File: src/rtl/mc_control_fsm.sv
// Multicycle MIPS control unit: sequences each instruction through its states,
// drives ALU/datapath controls from a one-hot latched opcode, counts retired instructions.
module mc_control_fsm #(
  parameter int CNT_W = 32
) (
  input  logic             clk,
  input  logic             rst,
  input  logic [5:0]       op,
  input  logic [5:0]       funct,
  input  logic             zero,
  output logic             iord,
  output logic             memwrite,
  output logic             irwrite,
  output logic             regdst,
  output logic             memtoreg,
  output logic             regwrite,
  output logic             alusrca,
  output logic [1:0]       alusrcb,
  output logic             extop,
  output logic [2:0]       aluop,
  output logic [1:0]       pcsrc,
  output logic             pcen,
  output logic             illegal,
  output logic [CNT_W-1:0] instret
);

  typedef enum logic [3:0] {
    S_FETCH, S_DECODE, S_MEMADR, S_MEMREAD, S_MEMWB, S_MEMWRITE,
    S_RTEXE, S_RTWB, S_IEXE, S_IWB, S_BRANCH, S_JUMP
  } state_t;

  typedef struct packed {
    logic lw, sw, beq, j, addi, ori, lui, add, sub, or_, slt;
  } instr_t;

  typedef struct packed {
    logic       iord, memwrite, irwrite, regdst, memtoreg, regwrite, alusrca;
    logic [1:0] alusrcb;
    logic       extop;
    logic [2:0] aluop;
    logic [1:0] pcsrc;
    logic       pcwrite, branch;
  } ctrl_t;

  localparam logic [2:0] ALU_ADD = 3'b010;
  localparam logic [2:0] ALU_SUB = 3'b110;
  localparam logic [2:0] ALU_OR  = 3'b001;
  localparam logic [2:0] ALU_LUI = 3'b000;
  localparam logic [2:0] ALU_SLT = 3'b111;
  localparam logic [CNT_W-1:0] CNT_ONE = {{(CNT_W-1){1'b0}}, 1'b1};

  state_t           r_state;
  instr_t           r_instr;
  ctrl_t            r_ctrl;
  logic [CNT_W-1:0] r_instret;

  state_t w_next;
  instr_t w_next_instr;
  instr_t w_dec;
  logic   w_legal;
  logic   w_retire;
  ctrl_t  w_out;

  // Control word for a state; everything not named for a state stays 0.
  function automatic ctrl_t ctrl_for(input state_t s, input instr_t d);
    ctrl_t c;
    c = '0;
    case (s)
      S_FETCH: begin
        c.alusrcb = 2'b01;
        c.aluop   = ALU_ADD;
        c.irwrite = 1'b1;
        c.pcwrite = 1'b1;
      end
      S_DECODE: begin
        c.alusrcb = 2'b11;
        c.aluop   = ALU_ADD;
      end
      S_MEMADR: begin
        c.alusrca = 1'b1;
        c.alusrcb = 2'b10;
        c.aluop   = ALU_ADD;
      end
      S_MEMREAD: c.iord = 1'b1;
      S_MEMWB: begin
        c.memtoreg = 1'b1;
        c.regwrite = 1'b1;
      end
      S_MEMWRITE: begin
        c.iord     = 1'b1;
        c.memwrite = 1'b1;
      end
      S_RTEXE: begin
        c.alusrca = 1'b1;
        c.alusrcb = 2'b00;
        if (d.sub)      c.aluop = ALU_SUB;
        else if (d.or_) c.aluop = ALU_OR;
        else if (d.slt) c.aluop = ALU_SLT;
        else            c.aluop = ALU_ADD;
      end
      S_RTWB: begin
        c.regdst   = 1'b1;
        c.regwrite = 1'b1;
      end
      S_IEXE: begin
        c.alusrca = 1'b1;
        c.alusrcb = 2'b10;
        if (d.ori) begin
          c.aluop = ALU_OR;
          c.extop = 1'b1;
        end else if (d.lui) begin
          c.aluop = ALU_LUI;
          c.extop = 1'b1;
        end else begin
          c.aluop = ALU_ADD;
        end
      end
      S_IWB: c.regwrite = 1'b1;
      S_BRANCH: begin
        c.alusrca = 1'b1;
        c.alusrcb = 2'b00;
        c.aluop   = ALU_SUB;
        c.pcsrc   = 2'b01;
        c.branch  = d.beq;
      end
      S_JUMP: begin
        c.pcsrc   = 2'b10;
        c.pcwrite = d.j;
      end
      default: c = '0;
    endcase
    return c;
  endfunction

  always_comb begin
    w_dec     = '0;
    w_dec.lw  = (op == 6'b100011);
    w_dec.sw  = (op == 6'b101011);
    w_dec.beq = (op == 6'b000100);
    w_dec.j   = (op == 6'b000010);
    w_dec.addi = (op == 6'b001000);
    w_dec.ori = (op == 6'b001101);
    w_dec.lui = (op == 6'b001111);
    if (op == 6'b000000) begin
      w_dec.add = (funct == 6'b100000);
      w_dec.sub = (funct == 6'b100010);
      w_dec.or_ = (funct == 6'b100101);
      w_dec.slt = (funct == 6'b101010);
    end
    w_legal = |w_dec;
  end

  // op/funct only matter in DECODE; later states steer from the latch.
  always_comb begin
    w_next       = r_state;
    w_next_instr = r_instr;
    case (r_state)
      S_FETCH:  w_next = S_DECODE;
      S_DECODE: begin
        w_next_instr = w_dec;
        if (w_dec.lw || w_dec.sw)                             w_next = S_MEMADR;
        else if (w_dec.add || w_dec.sub || w_dec.or_ || w_dec.slt) w_next = S_RTEXE;
        else if (w_dec.beq)                                   w_next = S_BRANCH;
        else if (w_dec.addi || w_dec.ori || w_dec.lui)        w_next = S_IEXE;
        else if (w_dec.j)                                     w_next = S_JUMP;
        else                                                  w_next = S_FETCH;
      end
      S_MEMADR:  w_next = r_instr.lw ? S_MEMREAD : S_MEMWRITE;
      S_MEMREAD: w_next = S_MEMWB;
      S_RTEXE:   w_next = S_RTWB;
      S_IEXE:    w_next = S_IWB;
      default:   w_next = S_FETCH;
    endcase
  end

  assign w_retire = (r_state == S_MEMWB) || (r_state == S_MEMWRITE) ||
                    (r_state == S_RTWB)  || (r_state == S_IWB) ||
                    (r_state == S_BRANCH) || (r_state == S_JUMP);

  // Outputs are registered from the decode of the state being entered.
  always_ff @(posedge clk) begin
    if (rst) begin
      r_state   <= S_FETCH;
      r_instr   <= '0;
      r_ctrl    <= ctrl_for(S_FETCH, '0);
      r_instret <= '0;
    end else begin
      r_state <= w_next;
      r_instr <= w_next_instr;
      r_ctrl  <= ctrl_for(w_next, w_next_instr);
      if (w_retire) r_instret <= r_instret + CNT_ONE;
    end
  end

  // During reset selects show FETCH values while every enable is held low.
  always_comb begin
    w_out = r_ctrl;
    if (rst) begin
      w_out         = ctrl_for(S_FETCH, '0);
      w_out.irwrite = 1'b0;
      w_out.pcwrite = 1'b0;
    end
  end

  assign iord     = w_out.iord;
  assign memwrite = w_out.memwrite;
  assign irwrite  = w_out.irwrite;
  assign regdst   = w_out.regdst;
  assign memtoreg = w_out.memtoreg;
  assign regwrite = w_out.regwrite;
  assign alusrca  = w_out.alusrca;
  assign alusrcb  = w_out.alusrcb;
  assign extop    = w_out.extop;
  assign aluop    = w_out.aluop;
  assign pcsrc    = w_out.pcsrc;
  assign pcen     = w_out.pcwrite | (w_out.branch & zero);
  assign illegal  = ~rst & (r_state == S_DECODE) & ~w_legal;
  assign instret  = r_instret;

endmodule

File: config.mk
export PLATFORM = sky130hd
export DESIGN_NAME = mc_control_fsm
export DESIGN_NICKNAME = d
export VERILOG_FILES = /design/src/rtl/mc_control_fsm.sv
export SDC_FILE = /design/constraint.sdc
export NUM_CORES = 1
export LEC_CHECK = 0
export ABC_CLOCK_PERIOD_IN_PS = 3000
export CAP_MARGIN = 20
export CORE_MARGIN = 5
export CORE_UTILIZATION = 30
export CTS_CLUSTER_SIZE = 10
export DETAILED_ROUTE_END_ITERATION = 8
export HOLD_SLACK_MARGIN = 0.1
export PLACE_DENSITY = 0.54
export SLEW_MARGIN = 30
export SYNTH_ARGS = -nofsm -noshare
export SYNTH_HDL_FRONTEND = slang
export SYNTH_SLANG_ARGS = --single-unit
File: constraint.sdc
create_clock -name clk -period 3 [get_ports clk]
set_input_delay 0.45 -clock clk [delete_from_list [all_inputs] [get_ports clk]]
set_output_delay 0.45 -clock clk [all_outputs]
set_load 0.01 [all_outputs]
After elaboration in Yosys (flattened, before gate mapping)
Index checks and enable logic that the tools add are counted.
{"block": "word_totals", "ff_bits": 63, "input_bits": 15, "word_cells": 116}
{"block": "op_classes", "n_addsub": 1, "eq_ne": 33, "n_mux": 27, "bitwise": 8, "reduce_logical": 22}
{"operator": "== test 6 bit (second input constant)", "count": 6}
{"operator": "adder 32 x 1 -> 32 bit (second input constant)", "count": 1}
{"operator": "== test 4 x 3 -> 1 bit (second input constant)", "count": 8}
{"operator": "== test 4 bit (second input constant)", "count": 8}
{"operator": "two-way mux 4 bit", "count": 7}
{"operator": "one-hot mux 4 bit (6 select lines)", "count": 1}
{"operator": "== test 6 x 4 -> 1 bit (second input constant)", "count": 3}
{"operator": "two-way mux 17 bit", "count": 1}
{"operator": "== test 4 x 2 -> 1 bit (second input constant)", "count": 4}
{"operator": "two-way mux 3 bit", "count": 4}
{"operator": "one-hot mux 3 bit (4 select lines)", "count": 1}
{"operator": "logical OR 1 bit", "count": 11}
{"operator": "OR reduction 11 bit", "count": 1}
{"operator": "two-way mux 9 bit", "count": 1}
{"operator": "== test 4 x 1 -> 1 bit (second input constant)", "count": 2}
{"operator": "zero test 4 bit", "count": 2}
{"operator": "two-way mux 1 bit", "count": 8}
{"operator": "OR reduction 2 bit", "count": 4}
{"operator": "== test 6 x 2 -> 1 bit (second input constant)", "count": 1}
{"operator": "== test 6 x 3 -> 1 bit (second input constant)", "count": 1}
{"operator": "zero test 6 bit", "count": 1}
{"operator": "one-hot mux 2 bit (3 select lines)", "count": 1}
{"operator": "OR reduction 3 bit", "count": 2}
{"operator": "NOT 1 bit", "count": 4}
{"operator": "other kinds (6)", "count": 8}

Logic depth before layout (Yosys ltp)
Gate-level depths: netlist of run 1.
{"block": "logic_depth", "word_depth": 11, "mapped_depth": 8}

Worst setup path before layout of run 1
Ideal clock, no wire load.
{"block": "synth_path", "path_kind": "input-to-reg", "startpoint": "input port op[5]", "endpoint": "register r_ctrl[11] (netlist bit)", "setup_time_ns": 0.063, "arrival_ns": 2.200, "required_time_ns": 2.937, "setup_slack_ns": 0.737, "path_stages": 6, "cell_sequence": "or4_4 -> or4_4 -> o21a_1 -> buf_6 -> or4_1 -> nand3b_1"}
{"block": "synth_between", "elab_chain_len": 11, "word_cells_on_any_way": 26}
{"item": "from (decl)", "line_no": "8", "text": "input logic [5:0] op,"}
{"item": "== test 6 x 4 -> 1 bit (tied with other cells)", "line_no": "141", "text": "w_dec.addi = (op == 6'b001000);"}
{"item": "logical OR 1 bit or two-way mux 4 bit (tied branches)", "line_no": "164, 144"}
{"item": "logical OR 1 bit (on tied branches)", "line_no": "164, 162"}
{"item": "two-way mux 4 bit or logical OR 1 bit (tied branches)", "line_no": "164, 162"}
{"item": "two-way mux 4 bit or logical OR 1 bit (tied branches)", "line_no": "163, 162"}
{"item": "two-way mux 4 bit", "line_no": "162", "text": "else if (w_dec.add || w_dec.sub || w_dec.or_ || w_dec.slt) w_next = S_RTEXE;"}
{"item": "two-way mux 4 bit (*)", "line_no": "161", "text": "if (w_dec.lw || w_dec.sw) w_next = S_MEMADR;"}
{"item": "one-hot mux 4 bit (6 select lines) (*)", "line_no": "157", "text": "case (r_state)"}
{"item": "== test 4 bit or == test 4 x 3 -> 1 bit (tied branches)", "line_no": "68", "text": "case (s)"}
{"item": "OR reduction 3 bit (no line) (*)"}
{"item": "two-way mux 1 bit (*)", "line_no": "68"}
{"item": "to (signal assigned)", "line_no": "185", "text": "r_ctrl <= ctrl_for(S_FETCH, '0);"}
{"item": "to (signal assigned)", "line_no": "190", "text": "r_ctrl <= ctrl_for(w_next, w_next_instr);"}
{"item": "to (decl)", "line_no": "54", "text": "ctrl_t r_ctrl;"}
Mark *: on every way between the ends. The rest lies on a longest branch, timed or not.
A chain may end at the register's enable or synchronous reset.

Final worst setup path of run 1
{"block": "layout_path", "startpoint": "input port op[2]", "endpoint": "output port illegal"}
{"block": "layout_between", "elab_chain_len": 5, "word_cells_on_any_way": 12}
{"item": "zero test 6 bit", "line_no": "144", "text": "if (op == 6'b000000) begin"}
{"item": "two-way mux 4 bit", "line_no": "144"}
{"item": "OR reduction 11 bit (*)", "line_no": "150", "text": "w_legal = |w_dec;"}
{"item": "NOT 1 bit (*)", "line_no": "217", "text": "assign illegal = ~rst & (r_state == S_DECODE) & ~w_legal;"}
{"item": "AND 1 bit (*)", "line_no": "217"}
{"item": "to (decl)", "line_no": "23", "text": "output logic illegal,"}
Marked as above.

==> metrics.md, run 1 <==
| Metric | Value |
|---|---|
| Post-DP Area | `3600 um^2` |
| Synthesized flop and latch total | `60` |
| Grt total ovfl | `0` |
| Initial antenna violation count | `0` |
| Hold Vio Cnt, Final | `0` |
| Simple-Gate Fraction of Synth Area | `31.2%` |
| Combinational family with the most area after synthesis | `simple AND/OR/NAND/NOR gates` |
| Setup-failing EPs final | `0` |
| Worst vdd ir | `roughly 0.15 mV` |
| Max Root-Sink Buffers | `2` |
| Worst Setup End Kind | `output port` |
| Gr usage total | `about an eighth` |
| Port bufs | `63` |
| CTS HTree Levels | `3` |
| Total wire length | `6830 um` |
| Pin count of the biggest net entering global routing | `40` |
| Hold path cells | `2` |
| CP startpoint | `op[2]` |
| Total Nets Final | `419` |
| Leak Pwr | `1.30 nW` |
| Vias in the first global route | `roughly 2,300` |
| CTS root buffer | `clkbuf_8` |
| Final Max Tran Viols | `0` |
| Count of cell types in the netlist | `50` |
| Core Region | `slightly above 9000 um^2` |
| CTS tree | `done` |
| CP Class | `input port to output port` |
| First-pass detailed-route iteration total | `4` |
| Sequential-to-total area share from yosys stat | `42.8%` |
| Hold Crit Start | `r_instr[4]$_SDFF_PP0_` |
| Crit Reg-Reg Endpoint | `r_ctrl[11]$_SDFF_PP0_` |
| Hold buffers post-CTS | `0` |
| Clk Latency, worst-skew pair | `0.34 ns` |
| Pre-CTS worst setup slack | `about 0.074 ns` |
| DR WL/cell | `13.2 um` |
| Filler Cell Count | `957` |
| Main area contributors after synthesis | `dfxtp_1, nor2_1, xnor2_1` |
| Die Width | `107 um` |
| Cell count after synthesis | `330` |
| EDFF count, synth | `0` |
| Global-route wire length before repair | `11,300 um` |
| Worst hold path type | `flip-flop to flip-flop` |
| Post-synth top flop | `dfxtp_1` |
| Synth Area in Compound Gates | `11.7%` |
| Skew final | `about 0.013 ns` |
| WP data arrival | `2.48 ns` |
| Min Tclk post-route | `2.93 ns` |
| Fin Setup TNS | `0 ns` |
| Boundary Pins | `64` |
| Reg2Reg Setup Slack | `0.71 ns` |
| Sink Count | `60` |
| Hold-critical path endpoint | `r_instr[4]$_SDFF_PP0_` |
| CP max stage cell | `clkdlybuf4s50_1` |
| Final Instance Count excl. Fillers | `517` |
| Layout Area Growth over Synthesis | `34.1%` |
| Crit-path most repeated cell | `clkdlybuf4s50_1` |
| GPL Wtd Cong | `between 0.7 and 0.8` |
| Die Span Y | `107 um` |
| Die ar. | `~11,000 um^2` |
| CP Cell Sequence | `clkdlybuf4s50_1 > xnor2_1 > nor2_1 > o221ai_1 > nor3b_1 > clkdlybuf4s50_1` |
| Vias | `approximately 2,500` |
| RSZ-0062 raised after global routing | `no` |
| Antenna-violating nets left | `0` |
| Critical Path RT | `2.55 ns` |
| Cell row count | `35` |
| Top cell type's share of synthesized area | `between 40% and 50%` |
| Xor/xnor share of the synthesized area | `9.37%` |
| FFs w/ async S/R, synth | `0%` |
| Setup slack after layout | `0.0701 ns` |
| Status | `finished clean` |
| Core Util, Final | `40.9%` |
| Final period util | `97.7%` |
| Share of cells above drive strength 1 | `8.62%` |
| P per Cell Area | `410 nW/um^2` |
| Placed cell count | `503` |
| Worst r2r path cells | `5` |
| DRC | `0` |
| Fin area | `3760 um^2` |
| Syn avg cell area | `8.50 um^2` |
| Vias/cell | `~4.9` |
| Total CTS buffers | `9` |
| Rel. slew slack | `64.1%` |
| CP startpoint kind | `input port` |
| Maximum clock frequency | `approximately 0.34 GHz` |
| Yosys warns | `0` |
| Worst r2r src | `r_state[2]$_SDFF_PP0_` |
| Clk slew on worst S/H paths | `0.06 ns` |
| Max Cap Viol | `0` |
| Adder-Cell Fraction of Synth Area | `0.446%` |
| Synth area leader | `dfxtp_1` |
| HPWL Detailed | `5060 um` |
| Mux share of post-synthesis cell area | `0.357%` |
| Netlist Area Pre-Place | `~2800 um^2` |
| Syn_nets | `roughly 350` |
| Iter 0 DRT Violations | `95` |
| Critical Path Max Stage Delay | `roughly 0.60 ns` |
| Crit path max fanout | `7` |
| Number of diodes | `0` |
| Initial Utilization | `30.5%` |
| Worst-Margin Slew | `between 0.5 and 0.6 ns` |
-- worst max-delay path: cells and delay by family --
| family | cells | cell delay (ns) |
|---|---|---|
| compound gates | 1 | 0.31 |
| buf+inv | 2 | 1.18 |
| xor+xnor | 1 | 0.19 |
| simple gates | 2 | 0.34 |
-- placed cells by master (no fill, tap or decap), types with 6 or more instances in the layout --
| master | n |
|---|---|
| dfxtp_1 | 60 |
| a21oi_1 | 12 |
| buf_4 | 14 |
| nor2b_1 | 17 |
| or3_1 | 8 |
| clkdlybuf4s50_1 | 62 |
| o21ai_0 | 11 |
| and2_1 | 6 |
| nor2_1 | 46 |
| xnor2_1 | 15 |
| nor3_1 | 10 |
| clkbuf_8 | 10 |
| nand3_1 | 15 |
| nand4_1 | 9 |
| xor2_1 | 15 |
| nand2_1 | 19 |
| inv_1 | 10 |
-- synth_stat cells (all sizes together) (5+ instances only) --
cell type	number
a21oi	12
and2	7
and3	5
buf	5
clkbuf	10
dfxtp	60
inv	10
nand2	19
nand3	15
nand4	9
nor2	46
nor2b	17
nor3	10
o21ai	12
or3	8
or4	5
xnor2	15
xor2	15
-- registers in the layout (all words and copies together) (netlist names) --
signal   flops
r_ctrl      17
r_state      4
instret     32
r_instr      7
-- power breakdown --
group	switching, mW	internal, mW
Sequential	0.00484	0.804
Clock	0.307	0.309
Combinational	0.0644	0.0536
-- stage by stage --
stage               power, mW  hold slack (ns)
floorplan               0.891            0.428
CTS                      1.56            0.461
global route             1.61            0.498
finish                   1.54            0.458
detailed placement      0.944            0.453
global placement        0.943            0.439
-- area by class of cell --
cell class / count / area, um^2 / area share, %
repair buffers: 77 / 731 / 19.4
well taps: 111 / 139 / 3.69
clock inverters: 3 / 15.0 / 0.399
multi-input cells: 245 / 1500 / 39.8
flip-flops and latches: 60 / 1200 / 31.9
inverters: 10 / 37.5 / 0.998
clock buffers: 11 / 141 / 3.76
-- logic make-up after synthesis --
family	count (synthesis)
buffers and inverters	25
AO/OA/AOI/OAI	51
multiplexers	1
adder cells (fa/ha/maj)	1
AND/OR/NAND/NOR	162
flip-flops	60
XOR/XNOR	30
-- what timing repair did --
item | CTS | global route
hold endpoints to repair | 0 | 0
endpoints found under the setup margin | 0 | 1
resized for setup | 0 | 1
buffers inserted | 0 | 0
-- metal layers --
| layer | vias to the layer above | part of all wire, % | GRT usage, % |
|---|---|---|---|
| met5 | - | 0 | 0 |
| met4 | 0 | 1.6 | 4.38 |
| met3 | 9 | 5.2 | 3.19 |
| met2 | 60 | 43 | 17.6 |
| met1 | 1167 | 50 | 17.6 |
| li1 | 1298 | - | - |
-- worst max path at each step --
stage,endpoint
2_1_floorplan,r_ctrl[11]$_SDFF_PP0_
3_3_place_gp,illegal
3_5_place_dp,r_ctrl[10]$_SDFF_PP0_
4_1_cts,illegal
5_1_grt,illegal
6_report,illegal
No activity file was read; power rests on OpenSTA's default activity.
==> run 2, diff against run 1 <==
--- a/config.mk
+++ b/config.mk
@@ -11,7 +11,7 @@
 export CORE_UTILIZATION = 30
 export CTS_CLUSTER_SIZE = 10
 export DETAILED_ROUTE_END_ITERATION = 8
-export HOLD_SLACK_MARGIN = 0.1
+export HOLD_SLACK_MARGIN = 0.12
 export PLACE_DENSITY = 0.54
 export SLEW_MARGIN = 30
 export SYNTH_ARGS = -nofsm -noshare
==> results of run 2 <==
Same layout as run 1: the final DEF is identical, and so are final timing and power.
